<file path="config.mk">
export PLATFORM = sky130hd
export DESIGN_NAME = direct_mapped_cache_flat
export DESIGN_NICKNAME = d
export VERILOG_FILES = /design/src/rtl/direct_mapped_cache_if.sv /design/src/rtl/direct_mapped_cache.sv /design/src/flat_wrapper.sv
export SDC_FILE = /design/constraint.sdc
export NUM_CORES = 1
export LEC_CHECK = 0
export ABC_AREA = 1
export CORE_ASPECT_RATIO = 0.8
export CORE_MARGIN = 4
export CORE_UTILIZATION = 30
export CTS_CLUSTER_DIAMETER = 150
export CTS_CLUSTER_SIZE = 40
export DETAILED_ROUTE_END_ITERATION = 10
export PLACE_DENSITY = 0.46
export SLEW_MARGIN = 10
export SYNTH_ARGS = -nofsm -noshare
export SYNTH_HDL_FRONTEND = slang
export SYNTH_SLANG_ARGS = --single-unit
</file>
<file path="constraint.sdc">
create_clock -name clk -period 5.92 [get_ports clk]
set_input_delay 1.184 -clock clk [delete_from_list [all_inputs] [get_ports clk]]
set_output_delay 1.184 -clock clk [all_outputs]
set_load 0.01 [all_outputs]
</file>
<file path="src/rtl/direct_mapped_cache_if.sv">
// CPU-side and backing-RAM-side signal bundle for direct_mapped_cache.
// master: the environment (CPU requester plus RAM responder).
// slave:  the cache itself.
interface direct_mapped_cache_if #(
  parameter int ADDR_WIDTH = 14,
  parameter int DATA_WIDTH = 16
);
  logic                  cpu_req;
  logic                  cpu_we;
  logic [ADDR_WIDTH-1:0] cpu_addr;
  logic [DATA_WIDTH-1:0] cpu_wdata;
  logic [DATA_WIDTH-1:0] cpu_rdata;
  logic                  cpu_ready;
  logic                  cpu_hit;
  logic                  flush;
  logic                  mem_req;
  logic                  mem_we;
  logic [ADDR_WIDTH-1:0] mem_addr;
  logic [DATA_WIDTH-1:0] mem_wdata;
  logic [DATA_WIDTH-1:0] mem_rdata;
  logic                  mem_ack;

  modport master (
    output cpu_req, cpu_we, cpu_addr, cpu_wdata, flush, mem_rdata, mem_ack,
    input  cpu_rdata, cpu_ready, cpu_hit, mem_req, mem_we, mem_addr, mem_wdata
  );

  modport slave (
    input  cpu_req, cpu_we, cpu_addr, cpu_wdata, flush, mem_rdata, mem_ack,
    output cpu_rdata, cpu_ready, cpu_hit, mem_req, mem_we, mem_addr, mem_wdata
  );
endinterface

</file>
<file path="src/rtl/direct_mapped_cache.sv">
// Direct-mapped, one-word-per-line, write-through / no-write-allocate cache.
// Lookup is combinational in IDLE; every output is a register.
// Optional hit/miss statistics counters are enabled by defining CACHE_STATS_EN.
module direct_mapped_cache #(
  parameter int ADDR_WIDTH = 14,
  parameter int DATA_WIDTH = 16,
  parameter int LINES      = 16
) (
  input  logic                  clk,
  input  logic                  rst,
  direct_mapped_cache_if.slave  bus
`ifdef CACHE_STATS_EN
  ,
  output logic [15:0]           hit_count,
  output logic [15:0]           miss_count
`endif
);

  localparam int IDX_W = $clog2(LINES);
  localparam int TAG_W = ADDR_WIDTH - IDX_W;

  typedef enum logic [1:0] {IDLE, FILL, WRITE, RESP} state_t;

  state_t                state_q, state_d;
  logic [LINES-1:0]      valid_q, valid_d;
  logic                  flush_pend_q, flush_pend_d;
  logic                  wr_hit_q, wr_hit_d;
  logic                  cpu_ready_q, cpu_ready_d;
  logic                  cpu_hit_q, cpu_hit_d;
  logic [DATA_WIDTH-1:0] cpu_rdata_q, cpu_rdata_d;
  logic                  mem_req_q, mem_req_d;
  logic                  mem_we_q, mem_we_d;
  logic [ADDR_WIDTH-1:0] mem_addr_q, mem_addr_d;
  logic [DATA_WIDTH-1:0] mem_wdata_q, mem_wdata_d;

  // Line storage; contents are don't-care until the matching valid bit is set.
  logic [TAG_W-1:0]      tag_mem  [LINES];
  logic [DATA_WIDTH-1:0] data_mem [LINES];

  logic [IDX_W-1:0]      req_idx;
  logic [TAG_W-1:0]      req_tag;
  logic [IDX_W-1:0]      fill_idx;
  logic [TAG_W-1:0]      fill_tag;
  logic                  lookup_hit;

  logic                  line_we;
  logic                  tag_we;
  logic [IDX_W-1:0]      line_idx;
  logic [DATA_WIDTH-1:0] line_wdata;

  assign req_idx    = bus.cpu_addr[IDX_W-1:0];
  assign req_tag    = bus.cpu_addr[ADDR_WIDTH-1:IDX_W];
  // The outstanding RAM address doubles as the fill target; it is held stable.
  assign fill_idx   = mem_addr_q[IDX_W-1:0];
  assign fill_tag   = mem_addr_q[ADDR_WIDTH-1:IDX_W];
  assign lookup_hit = valid_q[req_idx] && (tag_mem[req_idx] == req_tag);

  assign bus.cpu_ready = cpu_ready_q;
  assign bus.cpu_hit   = cpu_hit_q;
  assign bus.cpu_rdata = cpu_rdata_q;
  assign bus.mem_req   = mem_req_q;
  assign bus.mem_we    = mem_we_q;
  assign bus.mem_addr  = mem_addr_q;
  assign bus.mem_wdata = mem_wdata_q;

  // Next-state, output and line-write decode for the request FSM.
  always_comb begin
    state_d      = state_q;
    valid_d      = valid_q;
    // A flush seen while busy is remembered and applied once back in IDLE.
    flush_pend_d = flush_pend_q | (bus.flush && (state_q != IDLE));
    wr_hit_d     = wr_hit_q;
    cpu_ready_d  = 1'b0;
    cpu_hit_d    = 1'b0;
    cpu_rdata_d  = cpu_rdata_q;
    mem_req_d    = mem_req_q;
    mem_we_d     = mem_we_q;
    mem_addr_d   = mem_addr_q;
    mem_wdata_d  = mem_wdata_q;
    line_we      = 1'b0;
    tag_we       = 1'b0;
    line_idx     = req_idx;
    line_wdata   = bus.cpu_wdata;

    case (state_q)
      IDLE: begin
        if (bus.flush || flush_pend_q) begin
          // Flush takes the whole cycle; any pending request waits one cycle.
          valid_d      = '0;
          flush_pend_d = 1'b0;
        end else if (bus.cpu_req) begin
          if (bus.cpu_we) begin
            state_d     = WRITE;
            mem_req_d   = 1'b1;
            mem_we_d    = 1'b1;
            mem_addr_d  = bus.cpu_addr;
            mem_wdata_d = bus.cpu_wdata;
            wr_hit_d    = lookup_hit;
            // Write hit refreshes the line now; a write miss allocates nothing.
            line_we     = lookup_hit;
          end else if (lookup_hit) begin
            state_d     = RESP;
            cpu_ready_d = 1'b1;
            cpu_hit_d   = 1'b1;
            cpu_rdata_d = data_mem[req_idx];
          end else begin
            state_d    = FILL;
            mem_req_d  = 1'b1;
            mem_we_d   = 1'b0;
            mem_addr_d = bus.cpu_addr;
          end
        end
      end
      FILL: begin
        if (bus.mem_ack) begin
          line_we           = 1'b1;
          tag_we            = 1'b1;
          line_idx          = fill_idx;
          line_wdata        = bus.mem_rdata;
          valid_d[fill_idx] = 1'b1;
          cpu_rdata_d       = bus.mem_rdata;
          cpu_ready_d       = 1'b1;
          cpu_hit_d         = 1'b0;
          mem_req_d         = 1'b0;
          mem_we_d          = 1'b0;
          state_d           = RESP;
        end
      end
      WRITE: begin
        if (bus.mem_ack) begin
          cpu_ready_d = 1'b1;
          cpu_hit_d   = wr_hit_q;
          mem_req_d   = 1'b0;
          mem_we_d    = 1'b0;
          state_d     = RESP;
        end
      end
      RESP: begin
        state_d = IDLE;
      end
      default: begin
        state_d = IDLE;
      end
    endcase
  end

  // Control and output registers; reset aborts any RAM transaction at once.
  always_ff @(posedge clk or posedge rst) begin
    if (rst) begin
      state_q      <= IDLE;
      valid_q      <= '0;
      flush_pend_q <= 1'b0;
      wr_hit_q     <= 1'b0;
      cpu_ready_q  <= 1'b0;
      cpu_hit_q    <= 1'b0;
      cpu_rdata_q  <= '0;
      mem_req_q    <= 1'b0;
      mem_we_q     <= 1'b0;
      mem_addr_q   <= '0;
      mem_wdata_q  <= '0;
    end else begin
      state_q      <= state_d;
      valid_q      <= valid_d;
      flush_pend_q <= flush_pend_d;
      wr_hit_q     <= wr_hit_d;
      cpu_ready_q  <= cpu_ready_d;
      cpu_hit_q    <= cpu_hit_d;
      cpu_rdata_q  <= cpu_rdata_d;
      mem_req_q    <= mem_req_d;
      mem_we_q     <= mem_we_d;
      mem_addr_q   <= mem_addr_d;
      mem_wdata_q  <= mem_wdata_d;
    end
  end

  // Line data / tag arrays; no reset, validity is tracked separately.
  always_ff @(posedge clk) begin
    if (line_we) begin
      data_mem[line_idx] <= line_wdata;
    end
    if (tag_we) begin
      tag_mem[line_idx] <= fill_tag;
    end
  end

`ifdef CACHE_STATS_EN
  logic [15:0] hit_cnt_q;
  logic [15:0] miss_cnt_q;

  // Saturating hit/miss tallies, one step per completion pulse; flush leaves them alone.
  always_ff @(posedge clk or posedge rst) begin
    if (rst) begin
      hit_cnt_q  <= '0;
      miss_cnt_q <= '0;
    end else if (cpu_ready_q) begin
      if (cpu_hit_q) begin
        if (hit_cnt_q != 16'hFFFF) hit_cnt_q <= hit_cnt_q + 16'd1;
      end else begin
        if (miss_cnt_q != 16'hFFFF) miss_cnt_q <= miss_cnt_q + 16'd1;
      end
    end
  end

  assign hit_count  = hit_cnt_q;
  assign miss_count = miss_cnt_q;
`endif

endmodule
</file>
<file path="src/flat_wrapper.sv">
// flat-port wrapper written by rule: the top's interface ports become plain ports
module direct_mapped_cache_flat 
#(
  parameter int ADDR_WIDTH = 14,
  parameter int DATA_WIDTH = 16,
  parameter int LINES      = 16
)
  (clk, rst, bus_cpu_req, bus_cpu_we, bus_cpu_addr, bus_cpu_wdata, bus_flush, bus_mem_rdata, bus_mem_ack, bus_cpu_rdata, bus_cpu_ready, bus_cpu_hit, bus_mem_req, bus_mem_we, bus_mem_addr, bus_mem_wdata);
  direct_mapped_cache_if #(.ADDR_WIDTH(ADDR_WIDTH), .DATA_WIDTH(DATA_WIDTH)) bus_i ();
  input  logic clk;
  input  logic rst;
  input wire logic [$bits(bus_i.cpu_req)-1:0] bus_cpu_req;
  input wire logic [$bits(bus_i.cpu_we)-1:0] bus_cpu_we;
  input wire logic [$bits(bus_i.cpu_addr)-1:0] bus_cpu_addr;
  input wire logic [$bits(bus_i.cpu_wdata)-1:0] bus_cpu_wdata;
  input wire logic [$bits(bus_i.flush)-1:0] bus_flush;
  input wire logic [$bits(bus_i.mem_rdata)-1:0] bus_mem_rdata;
  input wire logic [$bits(bus_i.mem_ack)-1:0] bus_mem_ack;
  output wire logic [$bits(bus_i.cpu_rdata)-1:0] bus_cpu_rdata;
  output wire logic [$bits(bus_i.cpu_ready)-1:0] bus_cpu_ready;
  output wire logic [$bits(bus_i.cpu_hit)-1:0] bus_cpu_hit;
  output wire logic [$bits(bus_i.mem_req)-1:0] bus_mem_req;
  output wire logic [$bits(bus_i.mem_we)-1:0] bus_mem_we;
  output wire logic [$bits(bus_i.mem_addr)-1:0] bus_mem_addr;
  output wire logic [$bits(bus_i.mem_wdata)-1:0] bus_mem_wdata;
  assign bus_i.cpu_req = bus_cpu_req;
  assign bus_i.cpu_we = bus_cpu_we;
  assign bus_i.cpu_addr = bus_cpu_addr;
  assign bus_i.cpu_wdata = bus_cpu_wdata;
  assign bus_i.flush = bus_flush;
  assign bus_i.mem_rdata = bus_mem_rdata;
  assign bus_i.mem_ack = bus_mem_ack;
  assign bus_cpu_rdata = bus_i.cpu_rdata;
  assign bus_cpu_ready = bus_i.cpu_ready;
  assign bus_cpu_hit = bus_i.cpu_hit;
  assign bus_mem_req = bus_i.mem_req;
  assign bus_mem_we = bus_i.mem_we;
  assign bus_mem_addr = bus_i.mem_addr;
  assign bus_mem_wdata = bus_i.mem_wdata;
  direct_mapped_cache #(.ADDR_WIDTH(ADDR_WIDTH), .DATA_WIDTH(DATA_WIDTH), .LINES(LINES)) u_core (.clk(clk), .rst(rst), .bus(bus_i));
endmodule
</file>
### After elaboration in Yosys (flattened, before gate mapping)

Memory sizes are Yosys's and may differ from the RTL's.
Index checks and enable logic that the tools add are counted.

| word-level totals | value |
|---|---|
| output and inout bits | 50 |
| bits in writable memories | 416 |
| register bits after elaboration | 70 |
| logic and storage cells | 102 |
| memories | 2 |
| input bits | 52 |

Memory list:

| name | depth | width | read ports | clocked after memory_dff | write ports | RTL line | text |
|---|---|---|---|---|---|---|---|
| u_core.data_mem | 16 | 16 | 1 | 0 | 1 | direct_mapped_cache.sv:38 | `logic [DATA_WIDTH-1:0] data_mem [LINES];` |
| u_core.tag_mem | 16 | 10 | 1 | 0 | 1 | direct_mapped_cache.sv:37 | `logic [TAG_W-1:0] tag_mem [LINES];` |

| cells by class | value |
|---|---|
| $lt $le $gt $ge | 3 |
| bitwise gates (word level) | 3 |
| muxes and demuxes | 55 |
| reduce and logical (&&, ||, !) cells | 15 |
| equal/unequal tests | 13 |

Operators with widths:

| operator | count |
|---|---|
| two-way mux 16 bit | 9 |
| case mux 16 bit (2 select lines) | 2 |
| two-way mux 14 bit | 2 |
| two-way mux 1 bit | 27 |
| bitwise OR 16 bit | 1 |
| == test 10 bit | 1 |
| less-than comparator 4 x 5 -> 1 bit (second input constant) | 2 |
| two-way mux 2 bit | 5 |
| inequality test 2 bit (second input constant) | 5 |
| case mux 1 bit (2 select lines) | 5 |
| two-way mux 4 bit | 2 |
| AND reduction 4 bit | 2 |
| inequality test 2 x 1 -> 1 bit (second input constant) | 3 |
| case mux 2 bit (3 select lines) | 1 |
| AND reduction 3 bit | 2 |
| AND reduction 6 bit | 1 |
| nonzero test 2 bit | 3 |
| AND reduction 5 bit | 1 |
| binary-select mux 1 bit (select 4 bit) | 1 |
| demux 1 bit (select 4 bit) | 1 |
| == test 2 bit (second input constant) | 2 |
| >= comparator 4 x 1 -> 1 bit (second input constant) | 1 |
| logical AND 1 bit | 3 |
| inequality test 3 bit (second input constant) | 1 |
| 6 further kinds | 6 |

### Logic depth before layout (Yosys ltp)

| depth | value |
|---|---|
| depth after elaboration | 9 |
| depth in mapped cells | 21 |
| gate-level depth less buffers | 17 |

### Least setup slack after synthesis

No wires, ideal clock.

| path | value |
|---|---|
| path type | input to register |
| start point | input bus_cpu_addr[1] |
| end point | memory u_core.data_mem[10][0] (enable) |
| path slack | 2.100 ns |
| data required time | 5.531 ns |
| library setup time | 0.389 ns |
| data arrival time | 3.432 ns |
| buffers on the path | 3 |
| stages on the path | 16 |
| cell sequence | buf_2 > inv_2 > clkbuf_1 > nand3_1 > nand3_1 > nand2_1 > nand2_1 > nand2_1 > a21oi_2 > nand3_2 > nor2_4 > nand3_1 > nand2_1 > inv_2 > buf_6 > nor2_1 |

| between the ends | value |
|---|---|
| cells in the longest elaborated chain, start to end | 9 |
| elaborated cells on any way between the ends | 13 |
| classes of those cells | eq/ne: 1; mux: 10; reduce/logical: 1; memory: 1 |

Ends and longest elaborated chain:

| what | RTL line | text |
|---|---|---|
| start: declaration | flat_wrapper.sv:14 | `input wire logic [$bits(bus_i.cpu_addr)-1:0] bus_cpu_addr;` |
| memory read (16 x 10 bit) / binary-select mux 1 bit (select 4 bit) (equally long branches) | -- |  |
| == test 10 bit / two-way mux 1 bit (equally long branches) | direct_mapped_cache.sv:56 | `assign lookup_hit = valid_q[req_idx] && (tag_mem[req_idx] == req_tag);` |
| logical AND 1 bit | direct_mapped_cache.sv:56 |  |
| two-way mux 1 bit | direct_mapped_cache.sv:92 | `if (bus.cpu_we) begin` |
| two-way mux 1 bit | direct_mapped_cache.sv:91 | `end else if (bus.cpu_req) begin` |
| two-way mux 1 bit | direct_mapped_cache.sv:87 | `if (bus.flush \|\| flush_pend_q) begin` |
| case mux 1 bit (2 select lines) | direct_mapped_cache.sv:85 | `case (state_q)` |
| two-way mux 1 bit | direct_mapped_cache.sv:178 | `if (line_we) begin` |
| two-way mux 1 bit (implied by the code) | direct_mapped_cache.sv:179 | `data_mem[line_idx] <= line_wdata;` |
| end: declaration | direct_mapped_cache.sv:38 |  |

Several ways; a longest one is shown, not always the timed one. The select of a mux whose other input is x is not followed.

### Worst setup path in the final report

| path | value |
|---|---|
| start point | input bus_cpu_addr[1] |
| end point | memory u_core.data_mem[10][1] (enable) |

The elaborated chain is that of the path after synthesis.

==> run_results.csv <==
group,metric,value,unit
power_and_ir_drop,p_per_area,346,mW/mm2
sta,fmax,0.217,GHz
global_route,track_usage,16.3,%
logic_synthesis,syn_area,0.0205,mm2
worst_hold_path,hold_class,"register to register",
drt,postRouteAntennaNets,0,
sta,rsz0062_at_grt,"no",
placement,dp_slack,0.734,ns
drt,vias,13900,
cts,cts-resized-gates,0,
cts,clkLatencyLatePin,0.57,ns
cts,clockRootBuffer,"clkbuf_16",
critical_path,critPathCaptureType,"register",
cts,max-clock-path-buffers,3,
cells_and_area,post-route-util,34.3,%
drt,routed_via_density,4.88,
sta,maxSlewHeadroom,33.7,%
placement,portBuffers,101,
critical_path,arrival,4.84,ns
sta,slew_viol_final,0,
logic_synthesis,synthFlopType,"edfxtp_1",
cells_and_area,final_area,0.0232,mm2
drt,first_iter_violations,1357,
logic_synthesis,yosys.area.top_type_share,60.9,%
critical_path,rrSetupSlack,2.76,ns
cts,postCtsSetupBuffers,0,
logic_synthesis,ys_types,35,
sta,worstMarginPinSlew,0.994,ns
cts,cts_tree,"done",
drt,remaining_drc_errors,0,
logic_synthesis,synth_seq_area_share,69.5,%
sta,finalCritPeriodShare,77.7,%
cts,clkTransAtPathRegs,0.14,ns
job,drv_cap,0,
global_route,globalRouteOverflowTotal,0,
global_route,grt_pass1_wl,89.8,mm
sta,fin_hold_ws,0.485,ns
logic_synthesis,synth_area_leaders,"edfxtp_1 (61%), dfrtp_1 (8.5%), nand2_1 (7.5%)",
sta,setup_viol,0,
drt,firstDrtPassIters,6,
logic_synthesis,netlist.top_cell.by_area,"edfxtp_1",
sta,finalHoldViolCount,0,
logic_synthesis,synth.net_count,1904,
status,status,"finished, final reports clean",
critical_path,cp.required,6.16,ns
die,die_area,0.0726,mm2
logic_synthesis,yosys.cell_count.top_type,"edfxtp_1",
sta,timing.final.crit_period,4.60,ns
critical_path,crit_fanout,51,
die,die_h,242,um
global_route,grt_max_degree,97,
die,die_x,300,um
logic_synthesis,synth_cells,1848,
die,start_util,30.4,%
sta,clock_skew,0.0463,ns
cells_and_area,area_growth,13.0,%
drt,totalWireLength,61.0,mm
cts,htreeDepth,1,
logic_synthesis,syn_area_per_cell,11.1,um2
logic_synthesis,ys_top_cells_by_count,"edfxtp_1 (416), nand2_1 (412), nor2_1 (217)",
sta,setup_ws,1.32,ns
logic_synthesis,yosys_warnings,0,
critical_path,path_class,"input port to register",
logic_synthesis,synth-async-reset-ratio,14.4,%
die,io_pins,102,
global_route,grt_pass1_vias,13100,
power_and_ir_drop,ir_worst_vdd,0.000189,V
cells_and_area,final_nets,1978,
placement,placed_area,0.0226,mm2
power_and_ir_drop,p_leak,8.54,nW
placement,dp_hpwl,38.0,mm
logic_synthesis,synth_enable_flop_cells,416,
global_route,antenna_found_initial,0,
die,placementRows,85,
cells_and_area,layout-drive-gt1-share,6.68,%
drt,detail_route.wl_per_cell,21.5,um
cts,clock-sinks,486,
die,core_region_area,0.0675,mm2
cells_and_area,diodes,0,
placement,gp_congestion,0.764,
cts,cts_buffers,16,
critical_path,crit_path_start_kind,"input port",
sta,fin_tns_setup,0,ns
cts,cts_hold_buf,0,
logic_synthesis,yosys_register_bits,486,
[final timing paths]
check / from / to / cells after the start
worst max-delay path: bus_cpu_addr[1] / u_core.data_mem[10][1]$_DFFE_PP_ / 16
worst min-delay path: u_core.bus.mem_wdata[5]$_DFFE_PP0P_ / u_core.bus.mem_wdata[5]$_DFFE_PP0P_ / 2
worst max register to register: u_core.state_q[1]$_DFFE_PP0P_ / u_core.data_mem[1][15]$_DFFE_PP_ / 9
worst min register to register: u_core.bus.mem_wdata[5]$_DFFE_PP0P_ / u_core.bus.mem_wdata[5]$_DFFE_PP0P_ / 2
max in group asynchronous: rst / u_core.bus.mem_addr[11]$_DFFE_PP0P_ / 3
min in group asynchronous: rst / u_core.bus.cpu_rdata[2]$_DFFE_PP0P_ / 3
[through the flow]
step	std cells	total power [mW]
2_1_floorplan	1848	5.50
3_3_place_gp	2817	6.47
3_5_place_dp	2817	6.49
4_1_cts	2845	8.10
5_1_grt	2845	8.43
6_report	2845	8.02
[registers in the layout (all words and copies together) (netlist names)]
signal and count:
u_core.bus.cpu_hit 1, u_core.bus.cpu_rdata 16, u_core.bus.cpu_ready 1, u_core.bus.mem_addr 14, u_core.bus.mem_req 1, u_core.bus.mem_wdata 16, u_core.bus.mem_we 1, u_core.data_mem 256
u_core.flush_pend_q 1, u_core.state_q 2, u_core.tag_mem 160, u_core.valid_q 16, u_core.wr_hit_q 1
[placed cells by master, fill, tap and decap left out, drive strengths merged]
cell and instances:
a21oi 20, a22oi 1, a31oi 11, buf 66, bufinv 1, clkbuf 26, clkdlybuf4s50 98, clkinv 5
dfrtp 70, edfxtp 416, ha 4, inv 131, mux2 11, nand2 415, nand3 189, nand3b 1
nand4 1, nor2 220, nor3 8, nor3b 1, o211a 1, o211ai 7, o21ai 163, o221ai 54
o22ai 11, or2 1
[kinds of logic (layout without fill, tap and decap cells)]
kind of cell / after synthesis / in the layout / share of synthesized area [%]
muxes: 11 / 11 / 0.604
and+or+nand+nor: 836 / 836 / 16.8
buffers and inverters: 243 / 327 / 5.04
AOI/OAI and AO/OA: 268 / 268 / 7.80
adders and majority gates: 4 / 4 / 0.244
DFF: 486 / 486 / 69.5
[final cells by class]
type,count,area [um2]
clock buffer,26,459
clock inverter,2,60.1
fill,6740,44400
inverter,135,514
multi-input combinational,1119,5270
sequential,486,14200
tap,913,1140
timing repair buffer,164,1480
[per-layer routing]
| metal | vias to the layer above | GRT usage (%) | share of wire (%) |
|---|---|---|---|
| met5 | - | 0 | 0 |
| met4 | 0 | 2.58 | 1.5 |
| met3 | 51 | 2.09 | 5.5 |
| met2 | 375 | 24.3 | 43 |
| met1 | 6951 | 25.6 | 50 |
| li1 | 6514 | - | - |
[report_power, final]
group / internal (mW) / switching, mW
registers: 4.26 / 0.329
logic: 0.642 / 1.17
clock network: 0.602 / 1.02
total: 5.51 / 2.52
[worst max-delay path, cell delays in order]
cell and delay (ns):
buf_4 0.49, clkinv_2 0.86, nand3_1 0.31, nand3_1 0.10
nand3_1 0.22, nand2_1 0.08, nand2_1 0.06, nand2_1 0.10
nor2_1 0.14, nand2_1 0.10, nor2_4 0.18, nand3_1 0.15
nand2_1 0.13, inv_2 0.20, nor2_2 0.13, buf_4 0.33
Note: power is estimated with default switching activity, not from simulation.
